[src/rtl/uart_usart0_if.sv]
// Peripheral-port bus bundle between the data-bus decoder and uart_usart0.
// The master drives the request; the slave returns a one-cycle ready with read data.
interface uart_usart0_if;
  logic        mem_valid;
  logic [31:0] mem_addr;
  logic [31:0] mem_wdata;
  logic [3:0]  mem_wstrb;
  logic [31:0] mem_rdata;
  logic        mem_ready;

  modport master (
    output mem_valid, mem_addr, mem_wdata, mem_wstrb,
    input  mem_rdata, mem_ready
  );

  modport slave (
    input  mem_valid, mem_addr, mem_wdata, mem_wstrb,
    output mem_rdata, mem_ready
  );
endinterface

[src/rtl/uart_usart0.sv]
// Memory-mapped ATmega328P-style USART: UDR/UCSRA/UCSRB/UBRR, 16x oversampled 8N1 TX/RX.
// Define UART_PARITY_EN to insert a parity bit (UPM0 selects odd/even) in both directions.
module uart_usart0 #(
  parameter logic [11:0] BAUD_DIV_RESET = 12'd103,
  parameter int unsigned SYNC_STAGES    = 2
) (
  input  logic         clk,
  input  logic         rst,
  uart_usart0_if.slave bus,
  input  logic         uart_rxd,
  output logic         uart_txd
);

`ifdef UART_PARITY_EN
  localparam bit PAR_EN = 1'b1;
`else
  localparam bit PAR_EN = 1'b0;
`endif

  typedef enum logic [2:0] {S_IDLE, S_START, S_DATA, S_PARITY, S_STOP} state_t;

  logic        ready_q, rxen, txen, upm0, pe;
  logic [11:0] ubrr, baud_cnt, ubrr_new;
  logic        tick16;

  logic        acc, wr, rd, wr_udr, wr_ucsra, wr_ucsrb, wr_ubrr, rd_udr;
  logic [1:0]  sel;
  logic [31:0] rd_mux;
  logic        unused_bits;

  // ---------------- bus decode ----------------
  assign acc      = bus.mem_valid && ready_q;
  assign wr       = acc && (bus.mem_wstrb != 4'b0000);
  assign rd       = acc && (bus.mem_wstrb == 4'b0000);
  assign sel      = bus.mem_addr[3:2];
  assign wr_udr   = wr && (sel == 2'd0) && bus.mem_wstrb[0];
  assign wr_ucsra = wr && (sel == 2'd1) && bus.mem_wstrb[0];
  assign wr_ucsrb = wr && (sel == 2'd2) && bus.mem_wstrb[0];
  assign wr_ubrr  = wr && (sel == 2'd3) && (bus.mem_wstrb[1:0] != 2'b00);
  assign rd_udr   = rd && (sel == 2'd0);
  assign ubrr_new = {bus.mem_wstrb[1] ? bus.mem_wdata[11:8] : ubrr[11:8],
                     bus.mem_wstrb[0] ? bus.mem_wdata[7:0]  : ubrr[7:0]};
  assign unused_bits = ^{bus.mem_addr[31:4], bus.mem_addr[1:0],
                         bus.mem_wdata[31:12], bus.mem_wstrb[3:2]};

  always_ff @(posedge clk) begin
    if (rst) begin
      ready_q  <= 1'b0;
      rxen     <= 1'b0;
      txen     <= 1'b0;
      ubrr     <= BAUD_DIV_RESET;
      baud_cnt <= '0;
    end else begin
      ready_q <= bus.mem_valid && !ready_q;
      if (wr_ucsrb) begin
        rxen <= bus.mem_wdata[0];
        txen <= bus.mem_wdata[1];
      end
      if (wr_ubrr) begin
        ubrr     <= ubrr_new;
        baud_cnt <= ubrr_new;
      end else if (baud_cnt == '0) begin
        baud_cnt <= ubrr;
      end else begin
        baud_cnt <= baud_cnt - 12'd1;
      end
    end
  end

  assign tick16 = (baud_cnt == '0);

`ifdef UART_PARITY_EN
  always_ff @(posedge clk) begin
    if (rst)           upm0 <= 1'b0;
    else if (wr_ucsrb) upm0 <= bus.mem_wdata[2];
  end
`else
  assign upm0 = 1'b0;
  assign pe   = 1'b0;
`endif

  // ---------------- transmitter ----------------
  state_t      tx_state, tx_next;
  logic [7:0]  tx_buf, tx_shift;
  logic [3:0]  tx_tick;
  logic [2:0]  tx_bit;
  logic        udre, txc, tx_par, tx_load, tx_done, tx_end;

  assign tx_end = tick16 && (tx_tick == 4'd15);

  always_comb begin
    tx_next = tx_state;
    tx_load = 1'b0;
    tx_done = 1'b0;
    case (tx_state)
      S_IDLE:   if (tick16 && txen && !udre) begin tx_next = S_START; tx_load = 1'b1; end
      S_START:  if (tx_end) tx_next = S_DATA;
      S_DATA:   if (tx_end && tx_bit == 3'd7) tx_next = PAR_EN ? S_PARITY : S_STOP;
      S_PARITY: if (tx_end) tx_next = S_STOP;
      S_STOP: begin
        if (tx_end) begin
          tx_done = 1'b1;
          // a waiting byte starts immediately so frames run back to back
          if (txen && !udre) begin tx_next = S_START; tx_load = 1'b1; end
          else                     tx_next = S_IDLE;
        end
      end
      default:  tx_next = S_IDLE;
    endcase
  end

  always_ff @(posedge clk) begin
    if (rst) begin
      tx_state <= S_IDLE;
      tx_buf   <= '0;
      tx_shift <= '0;
      tx_tick  <= '0;
      tx_bit   <= '0;
      tx_par   <= 1'b0;
      udre     <= 1'b1;
      txc      <= 1'b0;
    end else begin
      tx_state <= tx_next;
      if (wr_udr && udre) begin
        tx_buf <= bus.mem_wdata[7:0];
        udre   <= 1'b0;
      end
      if (wr_ucsra && bus.mem_wdata[1]) txc <= 1'b0;
      if (tx_load) begin
        tx_shift <= tx_buf;
        tx_par   <= (^tx_buf) ^ upm0;
        udre     <= 1'b1;
        tx_tick  <= '0;
        tx_bit   <= '0;
      end else if (tx_state != S_IDLE && tick16) begin
        tx_tick <= tx_tick + 4'd1;
        if (tx_state == S_DATA && tx_tick == 4'd15) begin
          tx_shift <= {1'b0, tx_shift[7:1]};
          tx_bit   <= tx_bit + 3'd1;
        end
      end
      if (tx_done) txc <= 1'b1;
    end
  end

  always_comb begin
    case (tx_state)
      S_START:  uart_txd = 1'b0;
      S_DATA:   uart_txd = tx_shift[0];
      S_PARITY: uart_txd = tx_par;
      default:  uart_txd = 1'b1;
    endcase
  end

  // ---------------- receiver ----------------
  state_t                 rx_state, rx_next;
  logic [SYNC_STAGES-1:0] rx_sync;
  logic                   rx_in, rx_prev, rx_sample, rx_end, rx_done;
  logic [3:0]             rx_tick;
  logic [2:0]             rx_bit;
  logic [7:0]             rx_shift, rx_buf;
  logic                   rxc, fe, dor;

  assign rx_in     = rx_sync[SYNC_STAGES-1];
  assign rx_sample = tick16 && (rx_tick == 4'd7);
  assign rx_end    = tick16 && (rx_tick == 4'd15);

  always_comb begin
    rx_next = rx_state;
    rx_done = 1'b0;
    if (!rxen) begin
      rx_next = S_IDLE;
    end else begin
      case (rx_state)
        S_IDLE:   if (rx_prev && !rx_in) rx_next = S_START;
        S_START:  if (rx_sample && rx_in) rx_next = S_IDLE;
                  else if (rx_end)        rx_next = S_DATA;
        S_DATA:   if (rx_end && rx_bit == 3'd7) rx_next = PAR_EN ? S_PARITY : S_STOP;
        S_PARITY: if (rx_end) rx_next = S_STOP;
        S_STOP:   if (rx_sample) begin rx_done = 1'b1; rx_next = S_IDLE; end
        default:  rx_next = S_IDLE;
      endcase
    end
  end

`ifdef UART_PARITY_EN
  logic rx_perr;
  always_ff @(posedge clk) begin
    if (rst) begin
      rx_perr <= 1'b0;
      pe      <= 1'b0;
    end else begin
      if (rx_state == S_PARITY && rx_sample) rx_perr <= ((^rx_shift) ^ upm0) != rx_in;
      if (rx_done && !(rxc && !rd_udr))     pe      <= rx_perr;
    end
  end
`endif

  always_ff @(posedge clk) begin
    if (rst) begin
      rx_sync  <= '1;
      rx_prev  <= 1'b1;
      rx_state <= S_IDLE;
      rx_tick  <= '0;
      rx_bit   <= '0;
      rx_shift <= '0;
      rx_buf   <= '0;
      rxc      <= 1'b0;
      fe       <= 1'b0;
      dor      <= 1'b0;
    end else begin
      rx_sync  <= {rx_sync[SYNC_STAGES-2:0], uart_rxd};
      rx_prev  <= rx_in;
      rx_state <= rx_next;
      if (rx_state == S_IDLE) begin
        rx_tick <= '0;
        rx_bit  <= '0;
      end else if (tick16) begin
        rx_tick <= rx_tick + 4'd1;
      end
      if (rx_state == S_DATA && rx_sample) rx_shift <= {rx_in, rx_shift[7:1]};
      if (rx_state == S_DATA && rx_end)    rx_bit   <= rx_bit + 3'd1;
      if (rd_udr) rxc <= 1'b0;
      // a same-cycle UDR read frees the buffer, so the new byte lands without overrun
      if (rx_done) begin
        if (rxc && !rd_udr) begin
          dor <= 1'b1;
        end else begin
          rx_buf <= rx_shift;
          rxc    <= 1'b1;
          dor    <= 1'b0;
          fe     <= !rx_in;
        end
      end
    end
  end

  // ---------------- read mux ----------------
  always_comb begin
    rd_mux = '0;
    case (sel)
      2'd0: rd_mux = {24'h0, rx_buf};
      2'd1: rd_mux = {26'h0, pe, dor, fe, udre, txc, rxc};
      2'd2: rd_mux = {29'h0, upm0, txen, rxen};
      2'd3: rd_mux = {20'h0, ubrr};
      default: rd_mux = '0;
    endcase
  end

  assign bus.mem_ready = ready_q;
  assign bus.mem_rdata = ready_q ? rd_mux : '0;

endmodule
[src/flat_wrapper.sv]
// flat-port wrapper written by rule: the top's interface ports become plain ports
module uart_usart0_flat 
#(
  parameter logic [11:0] BAUD_DIV_RESET = 12'd103,
  parameter int unsigned SYNC_STAGES    = 2
)
  (clk, rst, uart_rxd, uart_txd, bus_mem_valid, bus_mem_addr, bus_mem_wdata, bus_mem_wstrb, bus_mem_rdata, bus_mem_ready);
  uart_usart0_if bus_i ();
  input  logic clk;
  input  logic rst;
  input  logic uart_rxd;
  output logic uart_txd;
  input wire logic [$bits(bus_i.mem_valid)-1:0] bus_mem_valid;
  input wire logic [$bits(bus_i.mem_addr)-1:0] bus_mem_addr;
  input wire logic [$bits(bus_i.mem_wdata)-1:0] bus_mem_wdata;
  input wire logic [$bits(bus_i.mem_wstrb)-1:0] bus_mem_wstrb;
  output wire logic [$bits(bus_i.mem_rdata)-1:0] bus_mem_rdata;
  output wire logic [$bits(bus_i.mem_ready)-1:0] bus_mem_ready;
  assign bus_i.mem_valid = bus_mem_valid;
  assign bus_i.mem_addr = bus_mem_addr;
  assign bus_i.mem_wdata = bus_mem_wdata;
  assign bus_i.mem_wstrb = bus_mem_wstrb;
  assign bus_mem_rdata = bus_i.mem_rdata;
  assign bus_mem_ready = bus_i.mem_ready;
  uart_usart0 #(.BAUD_DIV_RESET(BAUD_DIV_RESET), .SYNC_STAGES(SYNC_STAGES)) u_core (.clk(clk), .rst(rst), .bus(bus_i), .uart_rxd(uart_rxd), .uart_txd(uart_txd));
endmodule
[config.mk]
export PLATFORM = sky130hd
export DESIGN_NAME = uart_usart0_flat
export DESIGN_NICKNAME = d
export VERILOG_FILES = /design/src/rtl/uart_usart0_if.sv /design/src/rtl/uart_usart0.sv /design/src/flat_wrapper.sv
export SDC_FILE = /design/constraint.sdc
export NUM_CORES = 1
export LEC_CHECK = 0
export ABC_AREA = 1
export CAP_MARGIN = 40
export CELL_PAD_IN_SITES_DETAIL_PLACEMENT = 1
export CELL_PAD_IN_SITES_GLOBAL_PLACEMENT = 1
export CORE_AREA = 3 3 127 129
export CTS_BUF_LIST = sky130_fd_sc_hd__clkbuf_2
export DETAILED_ROUTE_END_ITERATION = 8
export DIE_AREA = 0 0 130 132
export PLACE_DENSITY = 0.71
export REMOVE_ABC_BUFFERS = 1
export SETUP_SLACK_MARGIN = 0.2
export SYNTH_ARGS = -nofsm -noshare
export SYNTH_HDL_FRONTEND = slang
export SYNTH_SLANG_ARGS = --single-unit
[constraint.sdc]
create_clock -name clk -period 1.6 [get_ports clk]
set_input_delay 0.32 -clock clk [delete_from_list [all_inputs] [get_ports clk]]
set_output_delay 0.32 -clock clk [all_outputs]
set_load 0.02 [all_outputs]
==> results.md, run 1 <==
* Vias in the first global route at 5371
* Effective utilization at floorplan at 0.2981
* Slowest CP cell: dfxtp_2
* Initial antenna violation count at 1
* Hold-fix buffers, CTS at 0
* Worst-Margin Slew at 0.4954 ns
* Layout cells sized above 1 at 0.5317
* Area after DPL at 5648 um^2
* DR WL/cell at 19.60 um
* Final #Nets at 894
* WP data required at 1.28 ns
* Max incr delay on CP at 0.41 ns
* DRT Wirelength at 19770 um
* Final ANT Viol Nets at 0
* Slew margin rel. at 0.6685
* Reg clk slew, reported paths at 0.26 ns
* Worst setup EP type: output pin
* Sequential fraction of design power at 0.305
* H-tree depth at 3
* CP arrival at 1.65 ns
* Synth warnings at 0
* Status: finished, violations left
* Design Area, Final at 7595 um^2
* Final Cycle Share at 1.232
* Cell variety after synth at 40
* Clock power share at 0.147
* Die Ht at 132 um
* Number of instances in the synthesized netlist at 638
* Core footprint at 15150 um^2
* Final setup margin at -0.3711 ns
* Final std cells w/o fill at 1009
* Vias per Instance at 5.106
* Internal Power at 4774 uW
* Final RePlAce weighted congestion at 0.8966
* Buffers on Ports at 35
* NetSw at 3508 uW
* Primary FF master, synth: dfxtp_1
* Commonest non-fill, non-tap cell in the layout: buf_4
* Total GRT Usage at 0.1956
* Largest net degree at the start of global routing at 23
* Hpwl dp at 10900 um
* Final Hold Vio Count at 0
* Startpoint types: register
* Switch share at 0.4236
* Crit Path Category: reg2out
* Critical-path cell list: inv_2, nor2_1, o21ai_2, buf_4, buf_6
* Asr flop ratio synth at 0
* Drt first pass iters at 4
* Crit-path max FO at 3
* Max rail drop VDD at 495.6 uV
* Grt total ovfl at 0
* Placement row count at 45
* Worst Skew at 0.06208 ns
* Maxcap violations at 0
* Avg Inst Size Synth at 7.078 um^2
* CTS Sinks at 88
* Final slew viol count at 0
* Failing checks: setup timing
* Post-synth EDFFs at 0
* Logic pwr share at 0.547
* Iter 0 DRT Violations at 159
* Number of cells after detailed placement at 935
* Drt drc at 0
* Boundary Pins at 106
* Root buf cell: clkbuf_2
* Die Wd at 130 um
* Total die area at 17160 um^2
* Worst-Skew Late Latency at 0.64 ns
* Tmin final at 1.971 ns
* Syn-to-layout area delta at 68.19%
* First-pass GRT wire length at 26800 um
* Register-to-Register Path Depth at 11
* P per Cell Area at 1091 nW/um^2
* Slack of the worst reg-to-reg path at -0.29 ns
* Register area share after synthesis at 0.3901
* Hold Path Depth at 2
* Commonest non-fill, non-tap cells in the layout: 92 x buf_4, 79 x nand2_1, 64 x dfxtp_1, 59 x inv_1, 55 x buf_6
* CTS tree: done
* Num CTS Buffers at 9
* Hold Crit Class: in2reg
* RSZ-0062 raised after global routing: yes
* Max Freq at 507.3 MHz
* Seq cells post-synth at 88
* Final setup fails at 89
* DR vias at 5152
* Lkg Pwr at 0.003290 uW
* Maximum clock insertion buffer count at 2
* Synth Cell Area at 4516 um^2
[worst max-delay path, delay by kind of cell (launching register included)]
kind                   cells  cell delay [ns]
and+or+nand+nor            1             0.19
DFF                        1             0.41
AOI/OAI and AO/OA          1             0.10
buffers and inverters      3             0.32
[registers in the layout, indices dropped and copies added (netlist names), 2 cells and up]
name	cells
u_core.tx_shift	8
u_core.rx_sync	2
u_core.rx_buf	8
u_core.ubrr	12
u_core.tx_buf	8
u_core.rx_state	3
u_core.baud_cnt	12
u_core.tx_tick	4
u_core.rx_tick	4
u_core.tx_bit	3
u_core.rx_bit	3
u_core.rx_shift	8
u_core.tx_state	3
[cell families (layout without fill, tap and decap cells)]
| family | Yosys count | count (layout) | share of synthesized area |
|---|---|---|---|
| AOI/OAI and AO/OA | 146 | 146 | 0.1809 |
| xor gates and xnor gates | 11 | 11 | 0.02134 |
| adders and majority gates | 7 | 7 | 0.01940 |
| buffers and inverters | 120 | 280 | 0.1233 |
| DFF | 88 | 88 | 0.3901 |
| other | 1 | 21 | 0.0008305 |
| and+or+nand+nor | 265 | 268 | 0.2641 |
[layout make-up]
type | instances | area, um^2
flip-flops and latches | 88 | 1799
diodes | 1 | 2.502
fillers | 1779 | 7551
inverters | 82 | 369.1
repair buffers | 181 | 1755
clock buffers | 10 | 50.05
repair inverters | 1 | 7.507
clock inverters | 6 | 58.81
well taps | 188 | 235.2
multi-input cells | 452 | 3317
[final timing paths]
kind                              startpoint                        endpoint
max          u_core.tx_state[0]$_SDFFE_PP0P_                        uart_txd
min                                 uart_rxd    u_core.rx_sync[0]$_SDFF_PP1_
min reg2reg     u_core.rx_sync[0]$_SDFF_PP1_    u_core.rx_sync[1]$_SDFF_PP1_
max reg2reg    u_core.baud_cnt[0]$_SDFF_PP0_  u_core.tx_tick[3]$_SDFFE_PP0P_
[metrics by stage]
| step | hold WS, ns | power [uW] | util | setup WS, ns | TNS (ns) |
|---|---|---|---|---|---|
| CTS | 0.2107 | 7472 | 0.4447 | -0.3315 | -7.860 |
| floorplan | 0.3824 | 4004 | - | -0.3856 | -7.638 |
| detailed placement | 0.4032 | 5188 | 0.3729 | -0.8794 | -41.26 |
| global route | 0.2025 | 8694 | 0.5014 | -0.4516 | -22.13 |
| finish | 0.2509 | 8283 | 0.5014 | -0.3711 | -17.63 |
| global placement | 0.3943 | 5065 | 0.3729 | -0.8413 | -36.22 |
[metal layers]
layer	share of wire	wire length, um	global-route usage	up-vias
met5	0	0	0	-
li1	-	-	-	2404
met2	0.55	10830	0.3562	139
met4	0.049	976	0.09758	0
met1	0.38	7417	0.2173	2535
met3	0.028	547	0.02877	74
[power by group through the flow]
| stage | clock, uW | sequential (uW) | combinational, uW |
|---|---|---|---|
| 2_1_floorplan | 0 | 2510 | 1490 |
| 3_5_place_dp | 0 | 2510 | 2670 |
| 5_1_grt | 1330 | 2540 | 4820 |
| 4_1_cts | 1210 | 2510 | 3760 |
| 6_report | 1220 | 2530 | 4530 |
| 3_3_place_gp | 0 | 2510 | 2560 |
[synthesized netlist by cell type (2+ instances only)]
| master | count | area, um^2 |
|---|---|---|
| o21ai_1 | 3 | 15.01 |
| nand2_4 | 3 | 33.78 |
| nor3_2 | 2 | 20.02 |
| o21ai_0 | 63 | 315.3 |
| inv_1 | 79 | 296.5 |
| nand2_2 | 4 | 25.02 |
| clkbuf_1 | 11 | 41.29 |
| nor2_8 | 2 | 40.04 |
| nor2_2 | 4 | 25.02 |
| o221ai_1 | 4 | 35.03 |
| or2_2 | 6 | 37.54 |
| xnor2_1 | 5 | 43.79 |
| a31oi_1 | 3 | 18.77 |
| xor2_1 | 6 | 52.55 |
| ha_1 | 7 | 87.58 |
| o211ai_1 | 8 | 60.06 |
| nor3_1 | 10 | 50.05 |
| buf_2 | 3 | 15.01 |
| inv_2 | 2 | 7.510 |
| nor2_4 | 3 | 33.78 |
| dfxtp_1 | 88 | 1762 |
| nor2_1 | 75 | 281.5 |
| a21oi_2 | 3 | 26.28 |
| buf_4 | 22 | 165.2 |
| nand4_1 | 9 | 56.30 |
| nand2_1 | 118 | 442.9 |
| a21oi_1 | 55 | 275.3 |
| nand3_1 | 28 | 140.1 |
[repair_timing]
item,in CTS,in global routing
hold endpoints to repair,0,0
gates resized for setup,328,196
buffers inserted,29,21
pin swaps,65,80
gates cloned,6,1
endpoints found under the setup margin,89,98
No activity file was read; power rests on OpenSTA's default activity.
==> run 2, diff against run 1 <==
Settings changed: ABC_AREA 1 to default, CORE_AREA 3 3 127 129 to 3 3 128 130, DIE_AREA 0 0 130 132 to 0 0 131 133, PLACE_DENSITY 0.71 to 0.68.
==> results.md, run 2 <==
* Boundary Pins at 106
* Root buf cell: clkbuf_2
* Slack of the worst reg-to-reg path at -0.60 ns
* Logic pwr share at 0.547
* Maximum clock insertion buffer count at 2
* Final Cycle Share at 1.372
* Hpwl dp at 11160 um
* Top post-synthesis cells by area: dfxtp_1 39%, mux2i_1 6.4%, nand3_1 3.5%
* Asr flop ratio synth at 0
* Final setup fails at 84
* Primary FF master, synth: dfxtp_1
* Worst Skew at 0.05019 ns
* Max rail drop VDD at 512.9 uV
* DR vias at 4872
* Placement row count at 45
* Grt total ovfl at 0
* Worst r2r src: u_core.baud_cnt[0]$_SDFF_PP0_
* Lkg Pwr at 0.002625 uW
* WP data required at 2.16 ns
* Syn-to-layout area delta at 55.64%
* Final setup margin at -0.5951 ns
* Worst-Margin Slew at 0.4845 ns
* Total die area at 17420 um^2
* Hold Startpoint: uart_rxd
* Largest net degree at the start of global routing at 36
* Total GRT Usage at 0.1933
* Slew margin rel. at 0.6736
* CTS Sinks at 88
* First-pass GRT wire length at 26500 um
* P per Cell Area at 1150 nW/um^2
* Switch share at 0.3986
* Fillers at 1754
* Clock power share at 0.154
* DRT Wirelength at 18450 um
* Layout cells sized above 1 at 0.4646
* H-tree depth at 3
* Most frequent cell after synthesis: dfxtp_1
* Vias per Instance at 5.383
* Internal Power at 4915 uW
* Synth warnings at 0
* DR WL/cell at 20.38 um
* Effective utilization at floorplan at 0.2993
* Die Wd at 131 um
* Worst-Skew Late Latency at 0.64 ns
* Final slew viol count at 0
* Num CTS Buffers at 9
* Crit-path max FO at 6
* Core footprint at 15260 um^2
* Tmin final at 2.195 ns
* Area leader, netlist: dfxtp_1
* Met3 routed WL at 749 um
* CP arrival at 2.76 ns
* Multi-input logic area at 3196 um^2
* Number of instances in the synthesized netlist at 539
* Buffers on Ports at 35
* Commonest non-fill, non-tap cell in the layout: buf_4
* Initial antenna violation count at 1
* Iter 0 DRT Violations at 358
* Final Hold Vio Count at 0
* Yosys top cell area share at 0.3858
* Top flop regs: u_core.baud_cnt: 12 flops, u_core.ubrr: 12 flops
* Failing checks: setup timing
* Drt first pass iters at 5
* Met1 Routed Length at 7779 um
* Hold Worst Slack at 0.2120 ns
* Worst slack at placement at -0.8709 ns
* Top post-synthesis cells by count: 88 x dfxtp_1, 42 x nand2_1, 38 x nor2_1, 32 x clkbuf_1, 32 x nand3_1
* Avg Inst Size Synth at 8.473 um^2
* Crit Path Category: reg2reg
* Cell variety after synth at 68
* Routed length on met2 at 9525 um
* Status: finished, violations left
* Worst setup EP type: register
* Final #Nets at 767
* Reg clk slew, reported paths at 0.28 ns
* Final setup TNS at -32.10 ns
* Worst Setup SP: u_core.baud_cnt[0]$_SDFF_PP0_
* Vias in the first global route at 4831
* Register area share after synthesis at 0.3858
* RSZ-0062 raised after global routing: yes
* Max Used Layer: met4
* Seq cells post-synth at 88
* Startpoint types: register
* NetSw at 3258 uW
* Drt drc at 0
* Die Ht at 133 um
* Maxcap violations at 0
* Final ANT Viol Nets at 0
* Synth Cell Area at 4567 um^2
* CTS tree: done
* Post-synth EDFFs at 0
* Final RePlAce weighted congestion at 0.8339
* Sequential fraction of design power at 0.299
* Max Freq at 455.6 MHz
* Sequential cell area at 1795 um^2
* Hold Crit Class: in2reg
* Commonest non-fill, non-tap cells in the layout: 91 x buf_4, 67 x dfxtp_1, 51 x buf_6, 37 x nand2_1, 30 x nor2_1
-- run 2: layer usage --
layer,vias to the layer above,track usage
li1,2224,-
met1,2469,0.2562
met2,152,0.3259
met3,27,0.03230
met4,0,0.04457
met5,-,0
-- run 2: worst paths after layout --
check                                                       end  cells after the start
worst min register to register     u_core.rx_sync[1]$_SDFF_PP1_                      1
worst max register to register  u_core.tx_state[0]$_SDFFE_PP0P_                      6
worst max-delay path            u_core.tx_state[0]$_SDFFE_PP0P_                      6
worst min-delay path               u_core.rx_sync[0]$_SDFF_PP1_                      2
-- run 2: final cells by class --
cell class	count	share of cell area
Antenna cell	1	0.0003521
Clock buffer	9	0.006337
Clock inverter	7	0.009857
Inverter	13	0.006865
Multi-Input combinational cell	399	0.4496
Sequential cell	88	0.2526
Tap cell	211	0.03714
Timing Repair Buffer	177	0.2373
-- run 2: per-stage QoR --
| step | cells | util | total power [uW] | area (um^2) |
|---|---|---|---|---|
| detailed placement | 845 | 0.3761 | 5074 | 5739 |
| global placement | 845 | 0.3761 | 4967 | 5739 |
| CTS | 884 | 0.4253 | 7379 | 6489 |
| floorplan | 499 | - | 3639 | 4317 |
| global route | 905 | 0.4658 | 8492 | 7108 |
| finish | 905 | 0.4658 | 8173 | 7108 |
-- run 2: power by group through the flow --
| stage | clock network (uW) | logic [uW] | registers, uW |
|---|---|---|---|
| 5_1_grt | 1360 | 4680 | 2450 |
| 6_report | 1260 | 4470 | 2440 |
| 2_1_floorplan | 0 | 1130 | 2510 |
| 3_5_place_dp | 0 | 2630 | 2450 |
| 3_3_place_gp | 0 | 2520 | 2440 |
| 4_1_cts | 1270 | 3690 | 2430 |
-- run 2: cells by family (layout without fill, tap and decap cells) --
logic type / count (synthesis) / in the layout / share of synthesized area
and+or+nand+nor: 202 / 202 / 0.2342
buffers and inverters: 72 / 206 / 0.08109
adders and majority gates: 7 / 7 / 0.01918
muxes: 32 / 32 / 0.07589
other: 1 / 21 / 0.0008211
DFF: 88 / 88 / 0.3858
xor gates and xnor gates: 17 / 17 / 0.03260
AOI/OAI and AO/OA: 120 / 121 / 0.1704
-- run 2: what timing repair did --
item | in CTS | in global routing
pin swaps | 43 | 38
hold buffers | 1 | 0
endpoints found under the setup margin | 94 | 93
hold endpoints to repair | 1 | 0
setup buffers | 17 | 19
gates cloned | 5 | 1
resized for setup | 193 | 124
-- run 2: critical path, cell delays in order (launching register included) --
cell     delay, ns
dfxtp_2       0.40
inv_2         0.09
ha_4          0.15
or3b_4        0.41
or4_4         0.55
o211a_1       0.25
o41ai_2       0.28
